===== config.mk =====
export PLATFORM = sky130hd
export DESIGN_NAME = spi_master_module_flat
export DESIGN_NICKNAME = d
export VERILOG_FILES = /design/src/rtl/spi_pkg.sv /design/src/rtl/spi_master_module_if.sv /design/src/rtl/spi_clk_div.sv /design/src/rtl/spi_master_module.sv /design/src/flat_wrapper.sv
export SDC_FILE = /design/constraint.sdc
export NUM_CORES = 1
export LEC_CHECK = 0
export CORE_MARGIN = 8
export CORE_UTILIZATION = 45
export CTS_CLUSTER_SIZE = 24
export DETAILED_ROUTE_END_ITERATION = 7
export HOLD_SLACK_MARGIN = 0.06
export MAX_ROUTING_LAYER = met4
export PLACE_DENSITY_LB_ADDON = 0.05
export SKIP_CTS_REPAIR_TIMING = 1
export SYNTH_ARGS = -nofsm -noshare
export SYNTH_HDL_FRONTEND = slang
export SYNTH_SLANG_ARGS = --single-unit

===== constraint.sdc =====
create_clock -name clk -period 2.6 [get_ports clk]
set_input_delay 0.39 -clock clk [delete_from_list [all_inputs] [get_ports clk]]
set_output_delay 0.39 -clock clk [all_outputs]
set_load 0.01 [all_outputs]

===== src/rtl/spi_pkg.sv =====
// Shared definitions for the SPI mode-0 master: frame width, the FSM state
// encoding, and the legal range of the SCLK half-period divider.
package spi_pkg;

  localparam int FRAME_BITS      = 8;
  // Below 4 clk cycles per half-period the slave's 2-flop synchronisers
  // can miss SCLK edges.
  localparam int SPI_MIN_CLK_DIV = 4;
  // The divider counter is 8 bits wide.
  localparam int SPI_MAX_CLK_DIV = 255;

  typedef enum logic [2:0] {
    IDLE,
    SETUP,
    XFER,
    HOLD,
    GAP
  } spi_master_state_t;

endpackage


===== src/rtl/spi_master_module_if.sv =====
// Request/response bus of the SPI master.
//   tx_valid/tx_ready/tx_data : byte request handshake (accept = valid & ready)
//   rx_data/rx_valid          : received byte plus one-cycle update strobe
//   busy                      : frame in progress
// The master modport is the requester; the slave modport is the SPI master
// block itself.
interface spi_master_module_if;
  import spi_pkg::*;

  logic                  tx_valid;
  logic                  tx_ready;
  logic [FRAME_BITS-1:0] tx_data;
  logic [FRAME_BITS-1:0] rx_data;
  logic                  rx_valid;
  logic                  busy;

  modport master (
    output tx_valid, tx_data,
    input  tx_ready, rx_data, rx_valid, busy
  );

  modport slave (
    input  tx_valid, tx_data,
    output tx_ready, rx_data, rx_valid, busy
  );

endinterface


===== src/rtl/spi_clk_div.sv =====
// SCLK half-period timer for the SPI master.
//   clk, reset : system clock, synchronous active-high reset
//   en         : run the timer; low clears the counter
//   half_tick  : one-cycle pulse every CLK_DIV cycles while en is high
module spi_clk_div #(
  parameter int CLK_DIV = 4
) (
  input  logic clk,
  input  logic reset,
  input  logic en,
  output logic half_tick
);

  localparam logic [7:0] DIV    = 8'(CLK_DIV);
  localparam logic [7:0] DIV_M1 = 8'(CLK_DIV - 1);

  logic [7:0] cnt_q, cnt_d;

  // The counter sits at 0 while disabled. The first enabled cycle (count 0)
  // loads CLK_DIV-1 so the first tick lands on the CLK_DIV-th enabled cycle;
  // after that the terminal count 1 reloads CLK_DIV for a steady period.
  assign half_tick = en && (cnt_q == 8'd1);

  always_comb begin
    cnt_d = cnt_q;
    if (!en) begin
      cnt_d = 8'd0;
    end else if (cnt_q == 8'd0) begin
      cnt_d = DIV_M1;
    end else if (cnt_q == 8'd1) begin
      cnt_d = DIV;
    end else begin
      cnt_d = cnt_q - 8'd1;
    end
  end

  always_ff @(posedge clk) begin
    if (reset) begin
      cnt_q <= 8'd0;
    end else begin
      cnt_q <= cnt_d;
    end
  end

endmodule


===== src/rtl/spi_master_module.sv =====
// SPI mode-0 (CPOL=0, CPHA=0) master, one 8-bit full-duplex frame per
// accepted request, MSB first.
//   clk, reset : system clock, synchronous active-high reset
//   bus        : request/response bus (slave modport)
//   sclk_out   : SPI clock, idles low
//   ss_n_out   : active-low slave select
//   mosi_out   : serial data out
//   miso_in    : serial data in (asynchronous, synchronised here)
//
// state | meaning
// IDLE  | tx_ready high, waiting for a request
// SETUP | select asserted, MSB on MOSI, one half-period before first rise
// XFER  | 8 SCLK periods; sample on rise, shift on fall
// HOLD  | select held low one half-period after the last fall
// GAP   | select released one half-period before the next request
module spi_master_module
  import spi_pkg::*;
#(
  parameter int CLK_DIV = 4
) (
  input  logic                clk,
  input  logic                reset,
  spi_master_module_if.slave  bus,
  output logic                sclk_out,
  output logic                ss_n_out,
  output logic                mosi_out,
  input  logic                miso_in
);

  if (CLK_DIV < SPI_MIN_CLK_DIV || CLK_DIV > SPI_MAX_CLK_DIV) begin : g_bad_clk_div
    $error("spi_master_module: CLK_DIV=%0d outside %0d..%0d",
           CLK_DIV, SPI_MIN_CLK_DIV, SPI_MAX_CLK_DIV);
  end

  localparam logic [2:0] LAST_BIT = 3'(FRAME_BITS - 1);

  spi_master_state_t     state_q, state_d;
  logic [FRAME_BITS-1:0] tx_sh_q, tx_sh_d;
  logic [FRAME_BITS-1:0] rx_sh_q, rx_sh_d;
  logic [FRAME_BITS-1:0] rx_data_q, rx_data_d;
  logic [2:0]            bit_cnt_q, bit_cnt_d;
  logic                  sclk_q, sclk_d;
  logic                  ss_n_q, ss_n_d;
  logic                  mosi_q, mosi_d;
  logic                  rx_valid_q, rx_valid_d;
  logic                  tx_ready_q, tx_ready_d;
  logic                  busy_q, busy_d;
  logic                  miso_sync1_q, miso_sync2_q;

  logic div_en;
  logic half_tick;
  logic accept;

  assign div_en = (state_q != IDLE);
  assign accept = bus.tx_valid && tx_ready_q;

  spi_clk_div #(
    .CLK_DIV (CLK_DIV)
  ) u_clk_div (
    .clk       (clk),
    .reset     (reset),
    .en        (div_en),
    .half_tick (half_tick)
  );

  always_comb begin
    state_d    = state_q;
    tx_sh_d    = tx_sh_q;
    rx_sh_d    = rx_sh_q;
    rx_data_d  = rx_data_q;
    bit_cnt_d  = bit_cnt_q;
    sclk_d     = sclk_q;
    ss_n_d     = ss_n_q;
    mosi_d     = mosi_q;
    rx_valid_d = 1'b0;
    tx_ready_d = tx_ready_q;
    busy_d     = busy_q;

    case (state_q)
      IDLE: begin
        if (accept) begin
          state_d    = SETUP;
          tx_sh_d    = bus.tx_data;
          rx_sh_d    = '0;
          bit_cnt_d  = 3'd0;
          ss_n_d     = 1'b0;
          sclk_d     = 1'b0;
          mosi_d     = bus.tx_data[FRAME_BITS-1];
          tx_ready_d = 1'b0;
          busy_d     = 1'b1;
        end
      end
      SETUP: begin
        // The tick that ends SETUP is also the first rising edge.
        if (half_tick) begin
          state_d = XFER;
          sclk_d  = 1'b1;
          rx_sh_d = {rx_sh_q[FRAME_BITS-2:0], miso_sync2_q};
        end
      end
      XFER: begin
        if (half_tick) begin
          if (!sclk_q) begin
            sclk_d  = 1'b1;
            rx_sh_d = {rx_sh_q[FRAME_BITS-2:0], miso_sync2_q};
          end else begin
            sclk_d = 1'b0;
            if (bit_cnt_q == LAST_BIT) begin
              // rx_sh_q already holds the 8th bit from the preceding rise.
              rx_data_d  = rx_sh_q;
              rx_valid_d = 1'b1;
              state_d    = HOLD;
            end else begin
              tx_sh_d   = {tx_sh_q[FRAME_BITS-2:0], 1'b0};
              mosi_d    = tx_sh_q[FRAME_BITS-2];
              bit_cnt_d = bit_cnt_q + 3'd1;
            end
          end
        end
      end
      HOLD: begin
        if (half_tick) begin
          state_d = GAP;
          ss_n_d  = 1'b1;
          mosi_d  = 1'b0;
        end
      end
      GAP: begin
        if (half_tick) begin
          state_d    = IDLE;
          tx_ready_d = 1'b1;
          busy_d     = 1'b0;
        end
      end
      default: begin
        state_d = IDLE;
      end
    endcase
  end

  always_ff @(posedge clk) begin
    if (reset) begin
      state_q      <= IDLE;
      tx_sh_q      <= '0;
      rx_sh_q      <= '0;
      rx_data_q    <= '0;
      bit_cnt_q    <= 3'd0;
      sclk_q       <= 1'b0;
      ss_n_q       <= 1'b1;
      mosi_q       <= 1'b0;
      rx_valid_q   <= 1'b0;
      tx_ready_q   <= 1'b1;
      busy_q       <= 1'b0;
      miso_sync1_q <= 1'b0;
      miso_sync2_q <= 1'b0;
    end else begin
      state_q      <= state_d;
      tx_sh_q      <= tx_sh_d;
      rx_sh_q      <= rx_sh_d;
      rx_data_q    <= rx_data_d;
      bit_cnt_q    <= bit_cnt_d;
      sclk_q       <= sclk_d;
      ss_n_q       <= ss_n_d;
      mosi_q       <= mosi_d;
      rx_valid_q   <= rx_valid_d;
      tx_ready_q   <= tx_ready_d;
      busy_q       <= busy_d;
      miso_sync1_q <= miso_in;
      miso_sync2_q <= miso_sync1_q;
    end
  end

  assign sclk_out     = sclk_q;
  assign ss_n_out     = ss_n_q;
  assign mosi_out     = mosi_q;
  assign bus.tx_ready = tx_ready_q;
  assign bus.busy     = busy_q;
  assign bus.rx_data  = rx_data_q;
  assign bus.rx_valid = rx_valid_q;

endmodule

===== src/flat_wrapper.sv =====
// flat-port wrapper written by rule: the top's interface ports become plain ports
module spi_master_module_flat import spi_pkg::*;
#(
  parameter int CLK_DIV = 4
)
  (clk, reset, sclk_out, ss_n_out, mosi_out, miso_in, bus_tx_valid, bus_tx_data, bus_tx_ready, bus_rx_data, bus_rx_valid, bus_busy);
  spi_master_module_if bus_i ();
  input  logic clk;
  input  logic reset;
  output logic sclk_out;
  output logic ss_n_out;
  output logic mosi_out;
  input  logic miso_in;
  input wire logic [$bits(bus_i.tx_valid)-1:0] bus_tx_valid;
  input wire logic [$bits(bus_i.tx_data)-1:0] bus_tx_data;
  output wire logic [$bits(bus_i.tx_ready)-1:0] bus_tx_ready;
  output wire logic [$bits(bus_i.rx_data)-1:0] bus_rx_data;
  output wire logic [$bits(bus_i.rx_valid)-1:0] bus_rx_valid;
  output wire logic [$bits(bus_i.busy)-1:0] bus_busy;
  assign bus_i.tx_valid = bus_tx_valid;
  assign bus_i.tx_data = bus_tx_data;
  assign bus_tx_ready = bus_i.tx_ready;
  assign bus_rx_data = bus_i.rx_data;
  assign bus_rx_valid = bus_i.rx_valid;
  assign bus_busy = bus_i.busy;
  spi_master_module #(.CLK_DIV(CLK_DIV)) u_core (.clk(clk), .reset(reset), .bus(bus_i), .sclk_out(sclk_out), .ss_n_out(ss_n_out), .mosi_out(mosi_out), .miso_in(miso_in));
endmodule

== After elaboration in Yosys (flattened, before gate mapping) ==
Index checks and enable logic that the tools add are counted.
Word-level totals
  bits of input ports: 12
  register bits: 45
  word-level logic and storage cells: 100
  output and inout bits: 14
Operators by class
  eq/ne operators: 15
  bitwise logic cells: 4
  multiplexer cells: 41
  reduce and logical (&&, ||, !) cells: 22
  add/sub/neg operators: 2
Operators with widths (count)
  $mux W3: 12
  $mux W8: 4
  $mux W7: 4
  $pmux W8 S3: 1
  $pmux W3 S5: 1
  $ne A2 B1 Y1 const B: 7
  $pmux W7 S2: 1
  $mux W1: 11
  $reduce_and A5 Y1: 2
  $reduce_bool A3 Y1: 3
  $eq A8 B1 Y1 const B: 1
  $logic_not A8 Y1: 1
  $reduce_and A4 Y1: 2
  $reduce_or A4 Y1: 2
  $sub A8 B1 Y8 const B: 1
  $reduce_and A7 Y1: 1
  $eq A3 B2 Y1 const B: 2
  $eq A3 B3 Y1 const B: 2
  $pmux W1 S2: 3
  $pmux W1 S3: 2
  $pmux W3 S2: 1
  $reduce_and A3 Y1: 2
  $reduce_and A6 Y1: 1
  $reduce_bool A2 Y1: 3
  other kinds (9): 14

== Logic depth before layout (Yosys ltp) ==
Gate-level depths: netlist of run 1.
  word-level depth: 5
  gate-level depth with buffers: 7
  mapped depth without buffers: 6

== Modules after synthesis ==
Synthesis of run 1 repeated with hierarchy kept, for this count alone.
Unflattened totals
  cells, all modules: 213
  area, all modules: 2055.7 µm²
By module, submodules not included
  spi_master_module: area each 1639.1 µm², seq. area each 740.7 µm², cells an instance 167, times used 1
  spi_clk_div: area each 416.6 µm², seq. area each 160.2 µm², cells an instance 46, times used 1

== Worst setup path before layout of run 1 ==
No wires, ideal clock.
  path kind: register to register
  start: register u_core.u_clk_div.cnt_q[1]
  end: register u_core.tx_sh_q[3]
  setup time: 0.139 ns
  arrival time: 1.653 ns
  path slack: 0.808 ns
  clock period less this slack: 1.792 ns
  required time: 2.461 ns
  stages on the path, launching flop included: 8
  buffers on the path: 1
  cell sequence: dfxtp_1 -> inv_1 -> ha_1 -> nor3b_2 -> nand4_2 -> buf_2 -> a221oi_1 -> a311oi_1
Between the ends
  cells in the longest elaborated chain, start to end: 4
Ends and longest elaborated chain
  from (decl): line spi_clk_div.sv:17  | logic [7:0] cnt_q, cnt_d;
  from (signal assigned): line spi_clk_div.sv:41  | cnt_q <= cnt_d;
  $eq A8 B1 Y1: line spi_clk_div.sv:22  | assign half_tick = en && (cnt_q == 8'd1);
  $logic_and A1 B1 Y1: line spi_clk_div.sv:22
  $ne A2 B1 Y1 (no line)
  $reduce_and A5 Y1 (no line)
  to (signal assigned): line spi_master_module.sv:158  | tx_sh_q <= tx_sh_d;
  to (decl): line spi_master_module.sv:38  | logic [FRAME_BITS-1:0] tx_sh_q, tx_sh_d;
Every way passes these cells.
A chain may end at the register's enable or synchronous reset.

== Worst setup path in the final report of run 1 ==
  start: register u_core.u_clk_div.cnt_q[1]
  end: register u_core.tx_sh_q[4]
The elaborated chain is that of the path after synthesis.

==> results.toml, run 1 <==
[timing]
setup_viol = 0
rsz0062_at_grt = "false"
worst_slew_pin_slew_ps = 602.3
setup-tns-final_ps = 0
fin_skew_ps = 7.065
period_minus_slack_ps = 1938
slew_violations = 0
maxSlewHeadroom_pct = 59.79
hold_viol = 0
max_freq_ghz = 0.5160
finalCritPeriodShare_pct = 74.54

[layout]
nFillCells = 434
antenna_cells = 0
final_util_pct = 55.25
area_delta_synth_final_pct = 19.70
drive_gt1_share_pct = 10.19
num-nets-final = 281

[yosys]
synth.most_common_cell = "dfxtp_1"
synth_fp_nets = 253
netlist_top_cells_count = "dfxtp_1 (45), nand2_1 (21), nor2_1 (21)"
synth-seq-cells = 45
synth_edf_count = 0
synthArstFlopShare_pct = 0
netlist_instances = 236
netlist.area_leader.share_pct = 41.59
yosys.area.top_type = "dfxtp_1"
syn-cell-area_um2 = 2166
ys_seq_area_share_pct = 41.59
yosysWarnings = 0
synth.area.top_cells = "dfxtp_1 (42%), mux2i_1 (8.3%), nand2_1 (3.6%)"
ys.flop_type = "dfxtp_1"
syn-mean-instance-area_um2 = 9.177
synth_cell_types = 40

[status]
status = "completed"

[setup_path]
cp.required_ps = 2760
cp_num_buf_inv = 2
reg2reg_setup_slack_ps = 660
slowest_delay_ps = 370
worstPathArrival_ps = 2100
critPathCaptureType = "flip-flop"
setup.worst_path.end = "u_core.tx_sh_q[4]"
cp.depth = 7
r2r_cells = 7
worstPathCellList = "inv_1 > ha_1 > nor3b_2 > buf_4 > nand4_2 > a221oi_1 > a311oi_1"
r2r-end = "u_core.tx_sh_q[4]"
r2r_start = "u_core.u_clk_div.cnt_q[1]"
critPathTopFamily = "simple AND/OR/NAND/NOR gates"
critPathLaunch = "u_core.u_clk_div.cnt_q[1]"
slowest_stage = "a221oi_1"
worstSetupPathType = "flip-flop to flip-flop"
crit_path_start_kind = "flip-flop"
worstPathMaxFanout = 15

[grt]
grt_usage_pct = 13.28
grt-ovfl-total = 0
grt_start_max_net_pins = 24
antenna_found_initial = 0
grt_pass1_vias = 1598
grt_first_pass_wirelength_um = 7583

[routing]
top_layer = "met4"
dr.first_iter.drc_count = 81
dr_wl_met3_um = 199
ant_nets = 0
firstDrtPassIters = 4
route.detailed.drc = 0
vias_per_cell = 5.511
wirelength_met1_um = 2217
vias = 1758
wl_per_cell_um = 13.87
wl_met2_um = 1945
wirelength_um = 4423

[min_path]
hold_path.class = "flip-flop to flip-flop"

[floorplan]
die_h_um = 85.38
core_um2 = 4692
start_util_pct = 46.16
rows = 25
die_w_um = 85.38
fp.dieArea_um2 = 7289
ios = 26

[clocking]
path_clk_slew_ps = 80
clkLatencyLatePin_ps = 300
cts_tree = "yes"
numCtsBuffers = 5
cts-root-buf = "clkbuf_8"
cts_buffer_depth = 2
numClockSinks = 45
ctsHtreeMaxLevel = 2

[job]
maxCapViolations = 0

[power_and_ir_drop]
p_leak_nw = 1.067
irDropWorstVdd_mv = 0.3587
powerDensity_nw_per_um2 = 968.8

[place]
io_buffers = 25
dp_hpwl_um = 3125
place_congestion = 0.8310
==> stage by stage <==
step | area, µm² | hold WS (ps) | cells | setup slack [ps] | power [mW]
after floorplan | 2166 | 413.8 | 236 | 808.4 | 1.767
after global placement | 2496 | 418.0 | 311 | 494.0 | 2.082
after detailed placement | 2496 | 425.5 | 311 | 446.4 | 2.075
after CTS | 2592 | 446.8 | 319 | 639.6 | 2.549
after global routing | 2592 | 466.0 | 319 | 434.6 | 2.704
final | 2592 | 442.5 | 319 | 661.9 | 2.512
==> power by group <==
part,leakage [nW],internal (mW),switching [mW],total [mW]
sequential,0.366,0.798,0.131,0.929
clock,0.0512,0.216,0.240,0.456
combinational,0.649,0.528,0.598,1.13
total,1.07,1.54,0.970,2.51
==> registers in the layout (all words and copies together) (netlist names), 3 cells and up <==
register / flops
u_core.u_clk_div.cnt_q: 8
u_core.bit_cnt_q: 3
u_core.rx_sh_q: 8
u_core.state_q: 3
u_core.tx_sh_q: 7
u_core.bus.rx_data: 8
==> worst min path at each step <==
| stage | to | cells after the start | startpoint |
|---|---|---|---|
| finish | u_core.miso_sync2_q | 1 | u_core.miso_sync1_q |
| global route | u_core.miso_sync2_q | 1 | u_core.miso_sync1_q |
| CTS | u_core.miso_sync2_q | 1 | u_core.miso_sync1_q |
| detailed placement | u_core.miso_sync2_q | 1 | u_core.miso_sync1_q |
| global placement | u_core.miso_sync2_q | 1 | u_core.miso_sync1_q |
| floorplan | u_core.miso_sync2_q | 1 | u_core.miso_sync1_q |
==> per-layer routing <==
metal | up-vias | track usage, %
met3 | 8 | 3.571
met1 | 815 | 17.18
met4 | 0 | 4.777
li1 | 901 | -
met2 | 34 | 19.32
met5 | - | -
==> cell type report <==
class	instances	area, µm²	area share [%]
Timing Repair Buffer	34	317.8	12.26
Tap cell	54	67.56	2.606
Multi-Input combinational cell	168	1172	45.22
Clock buffer	6	82.58	3.185
Inverter	10	37.54	1.448
Sequential cell	45	900.9	34.75
Clock inverter	2	13.76	0.5309
==> logic make-up after synthesis <==
logic type      after synthesis  synth area share [%]
compound gates               45                 15.19
xor+xnor                      6                 2.426
fa+ha+maj                     5                 2.889
buf+inv                      23                 4.275
flops                        45                 41.59
mux                          19                 8.839
simple gates                 93                 24.78
==> worst register-to-register path: cells and delay by family, from the launching register on <==
family | cells | cell delay (ps)
buf+inv | 2 | 300
flops | 1 | 350
compound gates | 2 | 460
fa+ha+maj | 1 | 180
simple gates | 2 | 530
==> placed cells by master, fill, tap and decap left out, drive strengths merged, types with 5 or more instances in the layout <==
cell           instances
inv                   10
buf                    9
ha                     5
a311oi                 8
nand2b                11
a21oi                  9
dfxtp                 45
nor3                   6
o21ai                  7
a221oi                 6
mux2i                 18
nand2                 21
nor2                  21
nor2b                 12
clkdlybuf4s50         25
clkbuf                 6
Note: power is estimated with default switching activity, not from simulation.
==> inputs of run 2 (changes only) <==
clock period = 1.75 ns   (was 2.6 ns; I/O delays follow)
==> run 2 against run 1 <==
Die area unchanged. Register-to-register slack worse by 560 ps. Count of clock-buffer cells in the layout unchanged. Clock skew down 3.5 ps. Combinational power up 82%. Sequential cell count unchanged. Final area up 11%. Clock power up 78%. Via count up 0.23%. Critical endpoint is now u_core.bit_cnt_q[2].
==> results.toml, run 2 (same netlist as run 1, synthesis figures left out) <==
[layout]
drive_gt1_share_pct = 19.58
area_delta_synth_final_pct = 32.29
num-nets-final = 302
nFillCells = 434
final_common_cell = "dfxtp_1"
antenna_cells = 0
layout.cells.non_filler = 340
layout_common_cells = "dfxtp_1 (43), clkdlybuf4s50_1 (25), buf_4 (24)"
final_util_pct = 61.07

[setup_path]
slowest_stage = "or4bb_4"
crit_path_start_kind = "flip-flop"
worstPathArrival_ps = 1870
worstSetupPathType = "flip-flop to flip-flop"
critPathTopFamily = "simple AND/OR/NAND/NOR gates"
worstPathCellList = "buf_12 > or4bb_4 > nor4_2 > buf_4 > nand2_1 > a21oi_1"
reg2reg_setup_slack_ps = 100
critPathCaptureType = "flip-flop"
r2r-end = "u_core.bit_cnt_q[2]"
worstPathMaxFanout = 11
cp_num_buf_inv = 2
cp.required_ps = 1980
r2r_start = "u_core.state_q[2]"
slowest_delay_ps = 550
r2r_cells = 6

[timing]
rsz0062_at_grt = "false"
maxSlewHeadroom_pct = 76.52
period_minus_slack_ps = 1646
hold_viol = 0
setup-tns-final_ps = 0
worst_slew_pin_slew_ps = 349.7
fin_skew_ps = 3.577
worst_slack_ps = 103.9
finalCritPeriodShare_pct = 94.07
max_freq_ghz = 0.6075
setup_viol = 0
slew_violations = 0

[routing]
firstDrtPassIters = 4
dr.first_iter.drc_count = 65
wirelength_um = 4670
vias = 1762
route.detailed.drc = 0
ant_nets = 0
wl_per_cell_um = 13.74
vias_per_cell = 5.182

[min_path]
min_to = "u_core.miso_sync2_q"
hold_depth = 1
hold_path.class = "flip-flop to flip-flop"
min-delay-start = "u_core.miso_sync1_q"

[job]
maxCapViolations = 0

[floorplan]
die_w_um = 85.38
die_h_um = 85.38
core_um2 = 4692
fp.dieArea_um2 = 7289
rows = 25
start_util_pct = 46.16
ios = 26

[clocking]
numCtsBuffers = 5
cts-root-buf = "clkbuf_8"
path_clk_slew_ps = 80
cts_tree = "yes"
clkLatencyLatePin_ps = 290
numClockSinks = 45
ctsHtreeMaxLevel = 2
cts_buffer_depth = 2

[grt]
antenna_found_initial = 0
grt_start_max_net_pins = 18
grt_usage_pct = 13.87
grt_first_pass_wirelength_um = 8093
grt-ovfl-total = 0
grt_pass1_vias = 1742

[power_and_ir_drop]
p_leak_nw = 1.195
irDropWorstVdd_mv = 0.6538
p_total_mw = 4.225
powerDensity_nw_per_um2 = 1474

[place]
pre_cts_ws_ps = -51.13
post-place-cells = 332
dp_hpwl_um = 3521
io_buffers = 25
place_congestion = 0.8207

[status]
status = "completed"
## run 2: changes by cell type in the layout (fill, tap and decap cells not counted), moves of 2 or more
cell | previous run | this run
dfxtp_1 | 45 | 43
dfxtp_2 | 0 | 2
buf_12 | 0 | 3
buf_4 | 9 | 24
buf_6 | 0 | 3
## run 2: final cells by class
class                      count  area [µm²]  area share [%]
multi-input combinational    168        1212           42.31
sequential                    45       903.4           31.53
clock inverter                 2       37.54           1.310
tap                           54       67.56           2.358
inverter                      10       37.54           1.310
timing repair buffer          55       524.3           18.30
clock buffer                   6       82.58           2.882
## run 2: power by group
group / internal [mW] / switching [mW] / leakage (nW)
clock network: 0.464 / 0.349 / 0.0574
logic: 1.04 / 1.01 / 0.771
registers: 1.19 / 0.165 / 0.367
total: 2.70 / 1.53 / 1.20
## run 2: worst max path at each step
stage,startpoint,endpoint,slack [ps],depth (start not counted)
floorplan,u_core.u_clk_div.cnt_q[2],u_core.tx_sh_q[3],10,5
global placement,bus_tx_valid,u_core.rx_sh_q[7],-10,6
detailed placement,bus_tx_valid,u_core.rx_sh_q[2],-50,6
CTS,u_core.u_clk_div.cnt_q[1],u_core.bit_cnt_q[2],-2,7
global route,u_core.state_q[2],u_core.bit_cnt_q[0],3,6
finish,u_core.state_q[2],u_core.bit_cnt_q[2],100,6
## run 2: metal layers
metal | GRT usage (%) | part of all wire, % | vias up
met4 | 3.344 | 0.45 | 0
met1 | 17.62 | 51 | 800
met5 | - | 0 | -
met3 | 3.571 | 3.4 | 2
li1 | - | - | 934
met2 | 21.45 | 45 | 26
## run 2: metrics by stage
step / instance area (µm²) / hold slack (ps)
CTS: 2818 / 449.0
global placement: 2698 / 421.2
detailed placement: 2698 / 427.8
finish: 2865 / 442.4
global route: 2865 / 464.6
floorplan: 2172 / 390.7
==> inputs of run 3 (changes only) <==
ABC_CLOCK_PERIOD_IN_PS = 1750   (was not set)
==> results of run 3 <==
The final DEF is identical to that of run 2; final timing and power are the same.
